`config.mk`:
```
export PLATFORM = sky130hd
export DESIGN_NAME = morse_decoder
export DESIGN_NICKNAME = d
export VERILOG_FILES = /design/src/rtl/morse_decoder.sv
export SDC_FILE = /design/constraint.sdc
export NUM_CORES = 1
export LEC_CHECK = 0
export BUFFER_PORTS_ARGS = -buffer_cell sky130_fd_sc_hd__buf_2
export CORE_ASPECT_RATIO = 1.25
export CORE_MARGIN = 2
export CORE_UTILIZATION = 54
export CTS_CLUSTER_DIAMETER = 150
export DETAILED_ROUTE_END_ITERATION = 16
export GPL_ROUTABILITY_DRIVEN = 0
export GPL_TIMING_DRIVEN = 0
export PLACE_DENSITY_LB_ADDON = 0.25
export SLEW_MARGIN = 20
export SYNTH_ARGS = -nofsm -noshare
export SYNTH_HDL_FRONTEND = slang
export SYNTH_SLANG_ARGS = --single-unit
```
`constraint.sdc`:
```
create_clock -name clock -period 2 [get_ports clock]
set_input_delay 0.1 -clock clock [delete_from_list [all_inputs] [get_ports clock]]
set_output_delay 0.1 -clock clock [all_outputs]
set_load 0.02 [all_outputs]
```
`src/rtl/morse_decoder.sv`:
```
// morse_decoder: assembles dot/line strobes into A-Z / 0-9 character codes.
// Latency: a character is emitted GAP_CYCLES edges after its last symbol edge,
//   with a one-cycle char_valid pulse. Backpressure: none. Output is a registered pulse and is never stalled.
//
// Ports:
//   clock       in   1  system clock, all logic on posedge
//   resetn      in   1  synchronous active-low reset
//   ld_dot      in   1  dot level from the input stage (may be held high)
//   ld_line     in   1  line level from the input stage (may be held high)
//   char_valid  out  1  one-cycle pulse, char_code/char_err/char_len are new
//   char_code   out  6  0-25 = A-Z, 26-35 = digits 0-9, 63 = invalid
//   char_err    out  1  character invalid (bad pattern or overflow)
//   char_len    out  3  symbols captured (clamped at 5)
//   busy        out  1  a character is being collected
module morse_decoder #(
  parameter int unsigned GAP_CYCLES = 8
) (
  input  logic       clock,
  input  logic       resetn,
  input  logic       ld_dot,
  input  logic       ld_line,
  output logic       char_valid,
  output logic [5:0] char_code,
  output logic       char_err,
  output logic [2:0] char_len,
  output logic       busy
);

  typedef enum logic [1:0] {
    S_IDLE    = 2'd0,
    S_COLLECT = 2'd1,
    S_EMIT    = 2'd2
  } state_t;

  localparam logic [15:0] GAP_LAST = 16'(GAP_CYCLES - 1);
  localparam logic [5:0]  CODE_BAD = 6'd63;
  localparam logic [2:0]  LEN_MAX  = 3'd5;

  // ---------------------------------------------------------------------------
  // Standard International Morse lookup. Dot = 0, line = 1, first symbol is the
  // most significant of the len valid bits; unused upper bits are always zero
  // because the buffer starts clean and shifts left.
  // ---------------------------------------------------------------------------
  function automatic logic [5:0] morse_lookup(input logic [2:0] len,
                                              input logic [4:0] pat);
    logic [5:0] code;
    case ({len, pat})
      // one symbol
      8'b001_00000: code = 6'd4;   // E .
      8'b001_00001: code = 6'd19;  // T -
      // two symbols
      8'b010_00000: code = 6'd8;   // I ..
      8'b010_00001: code = 6'd0;   // A .-
      8'b010_00010: code = 6'd13;  // N -.
      8'b010_00011: code = 6'd12;  // M --
      // three symbols
      8'b011_00000: code = 6'd18;  // S ...
      8'b011_00001: code = 6'd20;  // U ..-
      8'b011_00010: code = 6'd17;  // R .-.
      8'b011_00011: code = 6'd22;  // W .--
      8'b011_00100: code = 6'd3;   // D -..
      8'b011_00101: code = 6'd10;  // K -.-
      8'b011_00110: code = 6'd6;   // G --.
      8'b011_00111: code = 6'd14;  // O ---
      // four symbols
      8'b100_00000: code = 6'd7;   // H ....
      8'b100_00001: code = 6'd21;  // V ...-
      8'b100_00010: code = 6'd5;   // F ..-.
      8'b100_00100: code = 6'd11;  // L .-..
      8'b100_00110: code = 6'd15;  // P .--.
      8'b100_00111: code = 6'd9;   // J .---
      8'b100_01000: code = 6'd1;   // B -...
      8'b100_01001: code = 6'd23;  // X -..-
      8'b100_01010: code = 6'd2;   // C -.-.
      8'b100_01011: code = 6'd24;  // Y -.--
      8'b100_01100: code = 6'd25;  // Z --..
      8'b100_01101: code = 6'd16;  // Q --.-
      // five symbols: digits
      8'b101_11111: code = 6'd26;  // 0 -----
      8'b101_01111: code = 6'd27;  // 1 .----
      8'b101_00111: code = 6'd28;  // 2 ..---
      8'b101_00011: code = 6'd29;  // 3 ...--
      8'b101_00001: code = 6'd30;  // 4 ....-
      8'b101_00000: code = 6'd31;  // 5 .....
      8'b101_10000: code = 6'd32;  // 6 -....
      8'b101_11000: code = 6'd33;  // 7 --...
      8'b101_11100: code = 6'd34;  // 8 ---..
      8'b101_11110: code = 6'd35;  // 9 ----.
      default:      code = CODE_BAD;
    endcase
    return code;
  endfunction

  // ---------------------------------------------------------------------------
  // Edge detection: a held level produces exactly one event.
  // ---------------------------------------------------------------------------
  logic ld_dot_q, ld_line_q;
  logic dot_ev, line_ev, any_ev, sym_ev, both_ev;

  always_ff @(posedge clock) begin
    if (!resetn) begin
      ld_dot_q  <= 1'b0;
      ld_line_q <= 1'b0;
    end else begin
      ld_dot_q  <= ld_dot;
      ld_line_q <= ld_line;
    end
  end

  assign dot_ev  = ld_dot & ~ld_dot_q;
  assign line_ev = ld_line & ~ld_line_q;
  assign any_ev  = dot_ev | line_ev;
  assign sym_ev  = dot_ev ^ line_ev;
  // Simultaneous rises are ambiguous: nothing is stored, character is flagged.
  assign both_ev = dot_ev & line_ev;

  // ---------------------------------------------------------------------------
  // FSM: state register
  // ---------------------------------------------------------------------------
  state_t state_q, state_d;
  logic   gap_done;

  always_ff @(posedge clock) begin
    if (!resetn) begin
      state_q <= S_IDLE;
    end else begin
      state_q <= state_d;
    end
  end

  // ---------------------------------------------------------------------------
  // FSM: next-state logic. An event always wins over the gap timeout.
  // ---------------------------------------------------------------------------
  always_comb begin
    state_d = state_q;
    case (state_q)
      S_IDLE: begin
        if (any_ev) state_d = S_COLLECT;
      end
      S_COLLECT: begin
        if (any_ev)        state_d = S_COLLECT;
        else if (gap_done) state_d = S_EMIT;
      end
      S_EMIT: begin
        state_d = any_ev ? S_COLLECT : S_IDLE;
      end
      default: state_d = S_IDLE;
    endcase
  end

  // ---------------------------------------------------------------------------
  // Symbol buffer and gap counter
  // ---------------------------------------------------------------------------
  logic [4:0]  pattern_q, pattern_d;
  logic [2:0]  len_q, len_d;
  logic        ovf_q, ovf_d;
  logic [15:0] gap_q, gap_d;
  logic [4:0]  base_pat;
  logic [2:0]  base_len;
  logic        base_ovf;

  assign gap_done = (gap_q == GAP_LAST);

  always_comb begin
    // Only S_COLLECT carries a partial character forward; in S_EMIT the buffer
    // has already been copied to the outputs, so a new event starts fresh.
    if (state_q == S_COLLECT) begin
      base_pat = pattern_q;
      base_len = len_q;
      base_ovf = ovf_q;
    end else begin
      base_pat = 5'd0;
      base_len = 3'd0;
      base_ovf = 1'b0;
    end

    pattern_d = base_pat;
    len_d     = base_len;
    ovf_d     = base_ovf;

    if (both_ev) begin
      ovf_d = 1'b1;
    end else if (sym_ev) begin
      if (base_len == LEN_MAX) begin
        // A sixth symbol is dropped; the character is reported as invalid.
        ovf_d = 1'b1;
      end else begin
        pattern_d = {base_pat[3:0], line_ev};
        len_d     = base_len + 3'd1;
      end
    end

    if (any_ev) begin
      gap_d = 16'd0;
    end else if ((state_q == S_COLLECT) && !gap_done) begin
      gap_d = gap_q + 16'd1;
    end else begin
      gap_d = 16'd0;
    end
  end

  always_ff @(posedge clock) begin
    if (!resetn) begin
      pattern_q <= 5'd0;
      len_q     <= 3'd0;
      ovf_q     <= 1'b0;
      gap_q     <= 16'd0;
    end else begin
      pattern_q <= pattern_d;
      len_q     <= len_d;
      ovf_q     <= ovf_d;
      gap_q     <= gap_d;
    end
  end

  // ---------------------------------------------------------------------------
  // FSM: output logic. The decoded character is captured on the edge that
  // enters S_EMIT, so char_valid is high exactly while the FSM sits in S_EMIT.
  // ---------------------------------------------------------------------------
  logic       enter_emit;
  logic [5:0] code_calc;
  logic       err_calc;

  always_comb begin
    enter_emit = (state_q == S_COLLECT) && (state_d == S_EMIT);
    code_calc  = ovf_q ? CODE_BAD : morse_lookup(len_q, pattern_q);
    err_calc   = ovf_q | (code_calc == CODE_BAD);
  end

  logic       char_valid_q;
  logic [5:0] char_code_q;
  logic       char_err_q;
  logic [2:0] char_len_q;
  logic       busy_q;

  always_ff @(posedge clock) begin
    if (!resetn) begin
      char_valid_q <= 1'b0;
      char_code_q  <= CODE_BAD;
      char_err_q   <= 1'b0;
      char_len_q   <= 3'd0;
      busy_q       <= 1'b0;
    end else begin
      char_valid_q <= enter_emit;
      busy_q       <= (state_d == S_COLLECT);
      if (enter_emit) begin
        char_code_q <= code_calc;
        char_err_q  <= err_calc;
        char_len_q  <= len_q;
      end
    end
  end

  assign char_valid = char_valid_q;
  assign char_code  = char_code_q;
  assign char_err   = char_err_q;
  assign char_len   = char_len_q;
  assign busy       = busy_q;

endmodule

```
Word-level counts from Yosys, hierarchy flattened

Cells that the tools add are included.

Word-level logic and storage cells: 91
Register bits after elaboration: 41
Output and inout port bits: 12
Input bits: 4

Equal/unequal tests: 43
Bitwise operators: 10
Reduce and logical (&&, ||, !) cells: 5
$add $sub $neg: 2
Muxes and demuxes: 19

Operators with widths:

| cell                                                                   | count |
|---|---|
| 6-bit one-hot mux with 36 select lines                                 | 1 |
| 8-bit equality test, second input constant                             | 22 |
| 8-bit by 7-bit equality test with 1-bit output, second input constant  | 12 |
| 5-bit 2-to-1 mux                                                       | 4 |
| 16-bit by 1-bit adder with 16-bit output, second input constant        | 1 |
| 16-bit by 3-bit equality test with 1-bit output, second input constant | 1 |
| 8-bit by 6-bit equality test with 1-bit output, second input constant  | 2 |
| 3-bit 2-to-1 mux                                                       | 4 |
| 6-bit equality test, second input constant                             | 1 |
| 2-bit 2-to-1 mux                                                       | 3 |
| 6-bit 2-to-1 mux                                                       | 1 |
| 2-bit one-hot mux with 3 select lines                                  | 1 |
| 1-bit 2-to-1 mux                                                       | 5 |
| 2-bit by 1-bit equality test with 1-bit output, second input constant  | 2 |
| 2-bit equality test, second input constant                             | 2 |
| 1-bit inverter                                                         | 4 |
| 3-bit by 1-bit adder with 3-bit output, second input constant          | 1 |
| 1-bit AND                                                              | 3 |
| 3-bit equality test, second input constant                             | 1 |
| 3-bit OR reduction                                                     | 1 |
| 1-bit logical AND                                                      | 2 |
| 2-bit zero test                                                        | 1 |
| 1-bit bitwise OR                                                       | 2 |
| 1-bit zero test                                                        | 1 |
| 1-bit XOR                                                              | 1 |

Longest topological paths before layout

Gate-level depths: netlist (run 1).

Word-level depth: 7
Gate-level depth with buffers: 10
Depth with buffers taken out: 8

Worst setup path before layout (run 1)

OpenSTA, ideal clock, no wires.

Path type: register to register
Start: register gap_q[0]
End: register char_code_q[2] (netlist: char_code[2])
Period minus slack after synthesis: 2007 ps
Required time: 1883 ps
Buffers on the path: 0
Cell stages (with the launch flop): 7
Arrival time: 1890 ps
Setup time: 117 ps
Slack: -7 ps
Cells stage by stage: dfxtp_1 ha_1 nor4b_1 nand4_1 or2_2 or4_1 o22a_1

Longest elaborated chain between the ends: 6

Ends and longest elaborated chain:

| what                                            | line | RTL |
|---|---|---|
| start, declared                                 | 157  | `logic [15:0] gap_q, gap_d;` |
| start signal, assigned                          | 212  | `gap_q <= gap_d;` |
| 16-bit by 3-bit equality test with 1-bit output | 162  | `assign gap_done = (gap_q == GAP_LAST);` |
| 2-bit 2-to-1 mux                                | 142  | `else if (gap_done) state_d = S_EMIT;` |
| 2-bit 2-to-1 mux                                | 141  | `if (any_ev) state_d = S_COLLECT;` |
| 2-bit one-hot mux with 3 select lines           | 136  | `case (state_q)` |
| 2-bit equality test                             | 225  | `enter_emit = (state_q == S_COLLECT) && (state_d == S_EMIT);` |
| 1-bit logical AND                               | 225  |  |
| end signal, assigned                            | 247  | `char_code_q <= code_calc;` |
| end, declared                                   | 231  | `logic [5:0] char_code_q;` |

Every way passes these cells.
A chain may end at the register's enable or synchronous reset.

Worst setup path in the final report (run 1)

Start: register pattern_q[1]
End: register char_code_q[4] (netlist: char_code[4])

Longest elaborated chain between the ends: 3
Elaborated cells on any way between the ends: 38
Classes of those cells: eq/ne (36); mux (2)

Ends and longest elaborated chain:

| what                                              | line | RTL |
|---|---|---|
| start, declared                                   | 154  | `logic [4:0] pattern_q, pattern_d;` |
| start signal, assigned                            | 209  | `pattern_q <= pattern_d;` |
| 8-bit equality test, or another cell as far along | 47   | `case ({len, pat})` |
| 6-bit one-hot mux with 36 select lines *          | 47   |  |
| 6-bit 2-to-1 mux *                                | 226  | `code_calc = ovf_q ? CODE_BAD : morse_lookup(len_q, pattern_q);` |

Mark *: on every way between the ends. The rest lies on a longest branch, timed or not.

==> run metrics, run 1 <==
outcome=completed; switching fraction of total power=about a quarter; Lkg Pwr=1.07 nW; grt ovf=0; Final Max Tran Viols=0; pwr/cell area=slightly below 600 nW/um^2; Tcrit/Tclk final=98.3%; Clock transition at path regs=0.08 ns; die footprint=4850 sq um; H-tree depth=2; CTS Sinks=41; Slew HR=69.6%; hpwl dp=3840 microns; Post-synth EDFFs=0; Synth Cell Area=approximately 2300 sq um; I/O Buffers=14; first-pass GRT wire length=9550 microns; via count=2209; # rows=26; #FFs+latches synth=~40; Setup TNS Final=0 ns; Pre-antenna DRT Iters=4; Worst Hold Endpoint=ld_line_q; asr flop ratio synth=0%; CP startpoint kind=register; syn_nets=300; crit path max fanout=10; Reg-to-Reg End=char_code[4]; Final Skew=0.00399 ns; Synth Flop Type=dfxtp_1; pre-CTS setup slack=-0.245 ns; vias per cell=5.81; library cells used by synthesis=55; share of cells above drive strength 1=roughly 23%; drt initial violations=276; DRT Wirelength=5670 microns; core area=4100 sq um; cell count after synthesis=291; Avg Cell Area, Syn=approximately 8.0 sq um; Max Clk Rate=509 MHz; r2r startpoint=pattern_q[1]; Synth Warn #=0; max cap viols=0; largest net degree at the start of global routing=13; DIE HEIGHT=77.4 microns; Seq pwr share=50.3%; final std cells w/o fill=380; RSZ-0062 raised after global routing=true; worst skew pair latency=0.29 ns; IO Pins=16; initial antenna violation count=0; die width=62.7 microns; total track usage=24.6%; Clock Path Buffers=2; peak supply drop=0.523 mV; drt drc=0; final worst slack=0.0346 ns; power share of the combinational group=11.0%; crit path DAT=about 2.2 ns; Pint=around 1.3 mW; R2R setup slack=approximately 0.035 ns; worst-margin pin slew=between 0.4 and 0.5 ns; vias in the first global route=2075; Initial Utilization=56.8%; Synth area leader=dfxtp_1; placed insts=approximately 360; Area growth syn-to-layout=19.6%; fillers=between 300 and 400; top cells by area, synth=dfxtp_1 35%, nor2_1 6.8%, nand2_1 4.5%; Tmin final=about 2 ns; fin nets=333; CTS tree=yes; HP Class=in -> reg; Final Hold Viols=0; clock group share of total power=approximately two fifths; Worst EP required=2.19 ns; sw power=roughly 0.38 mW; Setup-failing EPs final=0; Root Buffer=clkbuf_8; Routed Antenna Nets=0; critical path class=reg -> reg; Antenna diodes=0; min-delay src=ld_line; FF-to-FF path depth=6; CP endpoint kind=register; final core utilization=67.9%; post-synth top area share=35.3%; Seq/Total Area, Yosys=35.3%; hold depth=2; total CTS buffers=5; WL per Instance=14.9 microns
-- worst max-delay path: stages, from the launching register on --
cell	delay (ns)
dfxtp_1	0.30
clkbuf_4	0.17
or2_4	0.26
a211o_1	0.27
nor4bb_2	0.18
or4_4	0.51
o22a_1	0.17
-- metal layers --
layer  track usage [%]  part of all wire, %
met1              26.9                   39
met2              45.4                   51
met4              11.6                  4.6
met3              4.64                  5.2
met5                 0                    0
-- power by group through the flow --
stage / clock network (mW) / registers [mW] / logic, mW
global route: 0.688 / 0.832 / 0.199
global placement: 0 / 0.850 / 0.151
CTS: 0.651 / 0.832 / 0.169
finish: 0.639 / 0.831 / 0.182
floorplan: 0 / 0.852 / 0.118
detailed placement: 0 / 0.851 / 0.154
-- state kept, by name, summed over array words and instances, names as in the netlist --
signal	flops
char_err	1
ovf_q	1
char_len	3
len_q	3
ld_line_q	1
ld_dot_q	1
char_code	6
char_valid	1
state_q	2
busy	1
gap_q	16
pattern_q	5
-- cell usage in the layout (no fill, tap or decap), drive strengths merged, types with 3 or more instances in the layout --
cell type	netlist	layout
and3	7	7
a21boi	3	3
inv	6	6
clkbuf	9	14
and2	7	7
xnor2	9	9
nand4	6	6
buf	11	37
ha	5	5
xor2	8	8
nand3	12	12
nor2b	8	8
o21ai	7	7
dfxtp	41	41
nor3	7	7
nand2	28	28
or2	5	5
a21oi	13	13
nand3b	5	5
mux2i	4	4
nor4	6	6
o22a	3	3
nand2b	9	9
nor2	42	42
-- Yosys cell counts, drive strengths merged, types with 7 or more instances --
| cell type | number |
|---|---|
| a21oi | 13 |
| and2 | 7 |
| and3 | 7 |
| buf | 11 |
| clkbuf | 9 |
| dfxtp | 41 |
| nand2 | 28 |
| nand2b | 9 |
| nand3 | 12 |
| nor2 | 42 |
| nor2b | 8 |
| nor3 | 7 |
| o21ai | 7 |
| xnor2 | 9 |
| xor2 | 8 |
-- per-stage QoR --
step           hold WS (ns)  total power, mW  area (sq um)
3_5_place_dp          0.325             1.00          2470
6_report             0.0221             1.65          2780
3_3_place_gp          0.323             1.00          2470
5_1_grt              0.0203             1.72          2780
4_1_cts              0.0159             1.65          2720
2_1_floorplan         0.222            0.970          2330
-- cell families after synthesis --
| family | count (synthesis) | share of synthesized area (%) |
|---|---|---|
| muxes | 5 | 2.20 |
| and+or+nand+nor | 150 | 33.4 |
| DFF | 41 | 35.3 |
| AOI/OAI and AO/OA | 47 | 14.4 |
| adders and majority gates | 5 | 2.69 |
| xor gates and xnor gates | 17 | 6.40 |
| buffers and inverters | 26 | 5.59 |
-- layout make-up --
class / count / area, sq um / area share (%)
Tap cell: 56 / 70.1 / 2.52
Timing Repair Buffer: 29 / 183 / 6.56
Multi-Input combinational cell: 224 / 1460 / 52.5
Clock buffer: 5 / 68.8 / 2.47
Buffer: 17 / 108 / 3.87
Sequential cell: 41 / 836 / 30.0
Clock inverter: 2 / 35.0 / 1.26
Inverter: 6 / 22.5 / 0.809
-- what timing repair did --
| action | CTS | global route |
|---|---|---|
| hold buffers | 0 | 0 |
| resized for setup | 16 | 21 |
| buffers inserted | 14 | 1 |
| pin swaps | 10 | 4 |
| setup endpoints to repair | 24 | 22 |
-- how the worst max path moves through the flow --
stage / startpoint / to / slack (ns)
detailed placement: gap_q[0] / char_code[1] / -0.25
global placement: gap_q[0] / char_code[1] / -0.24
finish: pattern_q[1] / char_code[4] / 0.03
global route: len_q[2] / char_code[2] / -0.03
floorplan: gap_q[0] / char_code[2] / 0.03
CTS: pattern_q[1] / char_code[4] / 0.002
Note: power is estimated with default switching activity, not from simulation.
==> run 2, diff against run 1 <==
--- a/config.mk
+++ b/config.mk
@@ -14,6 +14,7 @@
 export GPL_ROUTABILITY_DRIVEN = 0
 export GPL_TIMING_DRIVEN = 0
 export PLACE_DENSITY_LB_ADDON = 0.25
+export RECOVER_POWER = 50
 export SLEW_MARGIN = 20
 export SYNTH_ARGS = -nofsm -noshare
 export SYNTH_HDL_FRONTEND = slang
==> run 2 against run 1 <==
Clock-buffer cell count unchanged. Fmax up 0.30%. First-iteration DRC count down 12%. Utilization down 0.46 points. Sequential cell count unchanged. Global-route usage unchanged. Combinational power about the same. Via count down 0.54%. Clock power down 0.6%. Largest power group unchanged.
==> run metrics, run 2 (synthesized netlist as in run 1, its figures left out) <==
outcome=completed; Final Hold Viols=0; # rows=26; crit path DAT=2.15 ns; Clock transition at path regs=0.08 ns; share of cells above drive strength 1=between 10% and 20%; Lkg Pwr=between 1 and 1.5 nW; DIE HEIGHT=between 70 and 80 microns; pre-CTS setup slack=-0.245 ns; fillers=332; Tmin final=1.96 ns; pwr/cell area=596 nW/um^2; Final Max Tran Viols=0; vias per cell=~5.8; Pwr Total=roughly 1.6 mW; Pre-antenna DRT Iters=5; H-tree depth=2; Antenna diodes=0; crit-path max cell delay=between 0.5 and 0.6 ns; via count=2197; vias in the first global route=2075; commonest non-fill, non-tap cell in the layout=nor2_1; total track usage=24.6%; hpwl dp=3840 microns; crit path max fanout=10; Initial Utilization=around 57%; first-pass GRT wire length=roughly 9500 microns; Tcrit/Tclk final=98.0%; CP startpoint kind=register; drt drc=0; fin nets=333; core area=between 4000 and 5000 sq um; HP Class=in -> reg; CP max-delay cell=or4_4; Max Clk Rate=510 MHz; die width=62.7 microns; critical path, cell by cell=buf_6 -> or2_4 -> a211o_1 -> nor4bb_2 -> or4_4 -> o22a_1; most frequent cells in the layout=42 x nor2_1, 35 x dfxtp_1, 27 x nand2_1; WL per Instance=14.8 microns; drt initial violations=243; Setup-failing EPs final=0; Biggest register=gap_q; Final Skew=0.00444 ns; final worst slack=0.0405 ns; worst-margin pin slew=0.474 ns; Worst Path Buf+Inv=1; critical path class=reg -> reg; CP delay by family, top=simple AND/OR/NAND/NOR gates; CP endpoint kind=register; Routed Antenna Nets=0; largest net degree at the start of global routing=13; IO Pins=16; Worst EP required=2.19 ns; DRT Wirelength=roughly 5600 microns; CTS Sinks=41; max cap viols=0; grt ovf=0; I/O Buffers=14; Root Buffer=clkbuf_8; Clock Path Buffers=2; peak supply drop=0.523 mV; CTS tree=yes; Area growth syn-to-layout=18.8%; initial antenna violation count=0; Slew HR=68.4%; max reg flops=16; die footprint=4850 sq um; worst skew pair latency=0.29 ns; RSZ-0062 raised after global routing=true; total CTS buffers=5
==> run 2: changes by cell type in the layout (fill, tap and decap cells not counted), sizes merged <==
cell    before  now
buf         37   24
clkbuf      14   27
==> run 2: layer usage <==
metal,global-route usage (%),wire (microns)
met3,4.64,264
met2,45.4,2880
met5,0,0
met1,26.9,2210
met4,11.6,275
==> run 2: final cells by class <==
type,instances,area (sq um),area share (%)
Tap cell,56,70.1,2.53
Clock buffer,5,68.8,2.49
Sequential cell,41,836,30.2
Multi-Input combinational cell,224,1460,52.9
Timing Repair Buffer,29,164,5.93
Buffer,17,108,3.89
Clock inverter,2,35.0,1.27
Inverter,6,22.5,0.814
==> run 2: report_power, final <==
part / leakage [nW] / switching [mW] / internal, mW
registers: 0.336 / 0.00638 / 0.824
clock network: 0.0540 / 0.272 / 0.363
logic: 0.645 / 0.101 / 0.0799
==> run 2: what timing repair did <==
item,CTS,global route
hold buffers,0,0
buffers inserted,14,1
cloned,0,0
endpoints found under the setup margin,24,22
pin swaps,10,4
gates resized for setup,16,21
endpoints found under the hold margin,0,0
==> run 2: final timing paths <==
path / from / to / slack (ns) / depth (start not counted)
min reg2reg: gap_q[0] / gap_q[0] / 0.45 / 1
max reg2reg: pattern_q[2] / char_code[4] / 0.04 / 6
max: pattern_q[2] / char_code[4] / 0.04 / 6
min: ld_line / ld_line_q / 0.02 / 2
==> run 2: metrics by stage <==
| step | TNS (ns) | std cells | area, sq um | hold WS [ns] | utilization (%) |
|---|---|---|---|---|---|
| 2_1_floorplan | 0 | 291 | 2330 | 0.222 | - |
| 4_1_cts | 0 | 379 | 2720 | 0.0159 | 66.2 |
| 3_3_place_gp | -3.43 | 361 | 2470 | 0.323 | 60.3 |
| 3_5_place_dp | -4.01 | 361 | 2470 | 0.325 | 60.3 |
| 6_report | 0 | 380 | 2770 | 0.0216 | 67.5 |
| 5_1_grt | -0.0565 | 380 | 2770 | 0.0203 | 67.5 |
==> run 3, diff against run 2 <==
--- a/config.mk
+++ b/config.mk
@@ -9,11 +9,12 @@
 export CORE_ASPECT_RATIO = 1.25
 export CORE_MARGIN = 2
 export CORE_UTILIZATION = 54
+export CTS_BUF_LIST = sky130_fd_sc_hd__clkbuf_16
 export CTS_CLUSTER_DIAMETER = 150
 export DETAILED_ROUTE_END_ITERATION = 16
 export GPL_ROUTABILITY_DRIVEN = 0
 export GPL_TIMING_DRIVEN = 0
-export PLACE_DENSITY_LB_ADDON = 0.25
+export PLACE_DENSITY = 0.75
 export RECOVER_POWER = 50
 export SLEW_MARGIN = 20
 export SYNTH_ARGS = -nofsm -noshare
==> run 3 against run 2 <==
Critical endpoint unchanged. Register-to-register slack got worse by 0.07 ns. The flow now finishes with violations (setup timing). Sequential cell count is the same. Hold slack better by 0.014 ns. Non-clock buffer count rose by 1. Critical path depth unchanged.
==> run metrics, run 3 (synthesized netlist as in run 1, its figures left out) <==
hold depth=2; Max Clk Rate=493 MHz; min-delay src=ld_line; die width=62.7 microns; die footprint=~4900 sq um; FF-to-FF path depth=6; first-pass GRT wire length=between 10000 and 15000 microns; Clock transition at path regs=approximately 0.06 ns; Lkg Pwr=roughly 1.1 nW; Initial Utilization=56.8%; Final Skew=approximately 0.0043 ns; Root Buffer=clkbuf_16; post-route cell area=around 2800 sq um; final worst slack=-0.0276 ns; failing checks=setup timing; Reg-to-Reg End=char_code[4]; hpwl dp=3880 microns; Setup-failing EPs final=2; HP Class=in -> reg; worst skew pair latency=between 0.2 and 0.3 ns; commonest non-fill, non-tap cell in the layout=nor2_1; DIE HEIGHT=77.4 microns; R2R setup slack=-0.03 ns; CP max-delay cell=or4_4; Clock Path Buffers=2; max reg flops=16; worst-margin pin slew=around 0.49 ns; grt ovf=0; critical path class=reg -> reg; Setup TNS Final=-0.0551 ns; Biggest register=gap_q; total track usage=a little over a quarter; crit-path max cell delay=0.50 ns; max cap viols=0; crit path DAT=2.20 ns; drt initial violations=311; peak supply drop=between 0.7 and 0.8 mV; initial antenna violation count=0; fin nets=334; critical path, cell by cell=nand2b_4 -> or3_4 -> a221oi_4 -> nor4bb_4 -> or4_4 -> o22a_1; Slew HR=67.6%; vias in the first global route=2215; Antenna diodes=0; pwr/cell area=623 nW/um^2; fillers=348; share of cells above drive strength 1=a little under a fifth; Tcrit/Tclk final=101%; CTS tree=yes; Pre-antenna DRT Iters=9; most frequent cells in the layout=41 x nor2_1, 36 x dfxtp_1, 28 x nand2_1; placed cell areas=2470 sq um; CP endpoint kind=register; I/O Buffers=14; largest net degree at the start of global routing=12; vias per cell=5.87; Worst Hold Endpoint=ld_line_q; total CTS buffers=5; H-tree depth=2; Final Hold Viols=0; Worst EP required=roughly 2.2 ns; Routed Antenna Nets=0; RSZ-0062 raised after global routing=true; Hold Slack=0.0355 ns; Tmin final=a little over 2 ns; Final Max Tran Viols=0; IO Pins=16; r2r startpoint=len_q[1]; DRT Wirelength=just under 6000 microns; crit path max fanout=5; CP delay by family, top=simple AND/OR/NAND/NOR gates; outcome=complete, but fails checks; Worst Path Buf+Inv=0; via count=2237; CTS Sinks=41; core area=4100 sq um; # rows=26; CP startpoint kind=register; Area growth syn-to-layout=21.1%; drt drc=0; WL per Instance=15.4 microns
run 3: where the power goes:
part           internal (mW)  switching [mW]  leakage [nW]
clock network          0.446           0.293        0.0685
registers              0.828         0.00713         0.335
logic                 0.0801           0.103         0.662
total                   1.35           0.403          1.07
run 3: worst max path at each step:
stage,depth (start not counted),to,from,slack [ns]
3_5_place_dp,6,char_code[1],gap_q[0],-0.31
5_1_grt,6,char_code[4],len_q[1],-0.08
2_1_floorplan,6,char_code[2],gap_q[0],0.03
3_3_place_gp,6,char_code[1],gap_q[0],-0.25
4_1_cts,6,char_code[4],len_q[1],-0.04
6_report,6,char_code[4],len_q[1],-0.03
run 3: area by class of cell:
class	instances	area [sq um]	area share (%)
plain buffers	15	93.8	3.33
clock buffers	5	125	4.44
clock inverters	2	7.51	0.266
inverters	6	22.5	0.799
multi-input cells	224	1480	52.5
flip-flops and latches	41	830	29.4
well taps	56	70.1	2.49
repair buffers	32	190	6.75
run 3: repair_timing:
item	4_1_cts	5_1_grt
cloned	0	0
pin swaps	9	9
hold buffers	0	0
resized for setup	20	15
hold endpoints to repair	0	0
setup buffers	16	3
endpoints found under the setup margin	24	22
run 3: metrics by stage:
step / std cells / power (mW) / utilization (%) / worst slack [ns]
2_1_floorplan: 291 / 0.970 / - / 0.0337
6_report: 381 / 1.76 / 68.8 / -0.0276
3_5_place_dp: 361 / 1.00 / 60.3 / -0.306
4_1_cts: 381 / 1.76 / 68.3 / -0.0380
5_1_grt: 381 / 1.82 / 68.8 / -0.0820
3_3_place_gp: 361 / 1.00 / 60.3 / -0.253
run 3: per-layer routing:
layer  wire (microns)  up-vias  GRT usage (%)
met5                0        -              0
met3              265       32           4.64
li1                 -     1076              -
met2             3020       77           47.7
met1             2330     1052           28.5
met4              235        0           13.3
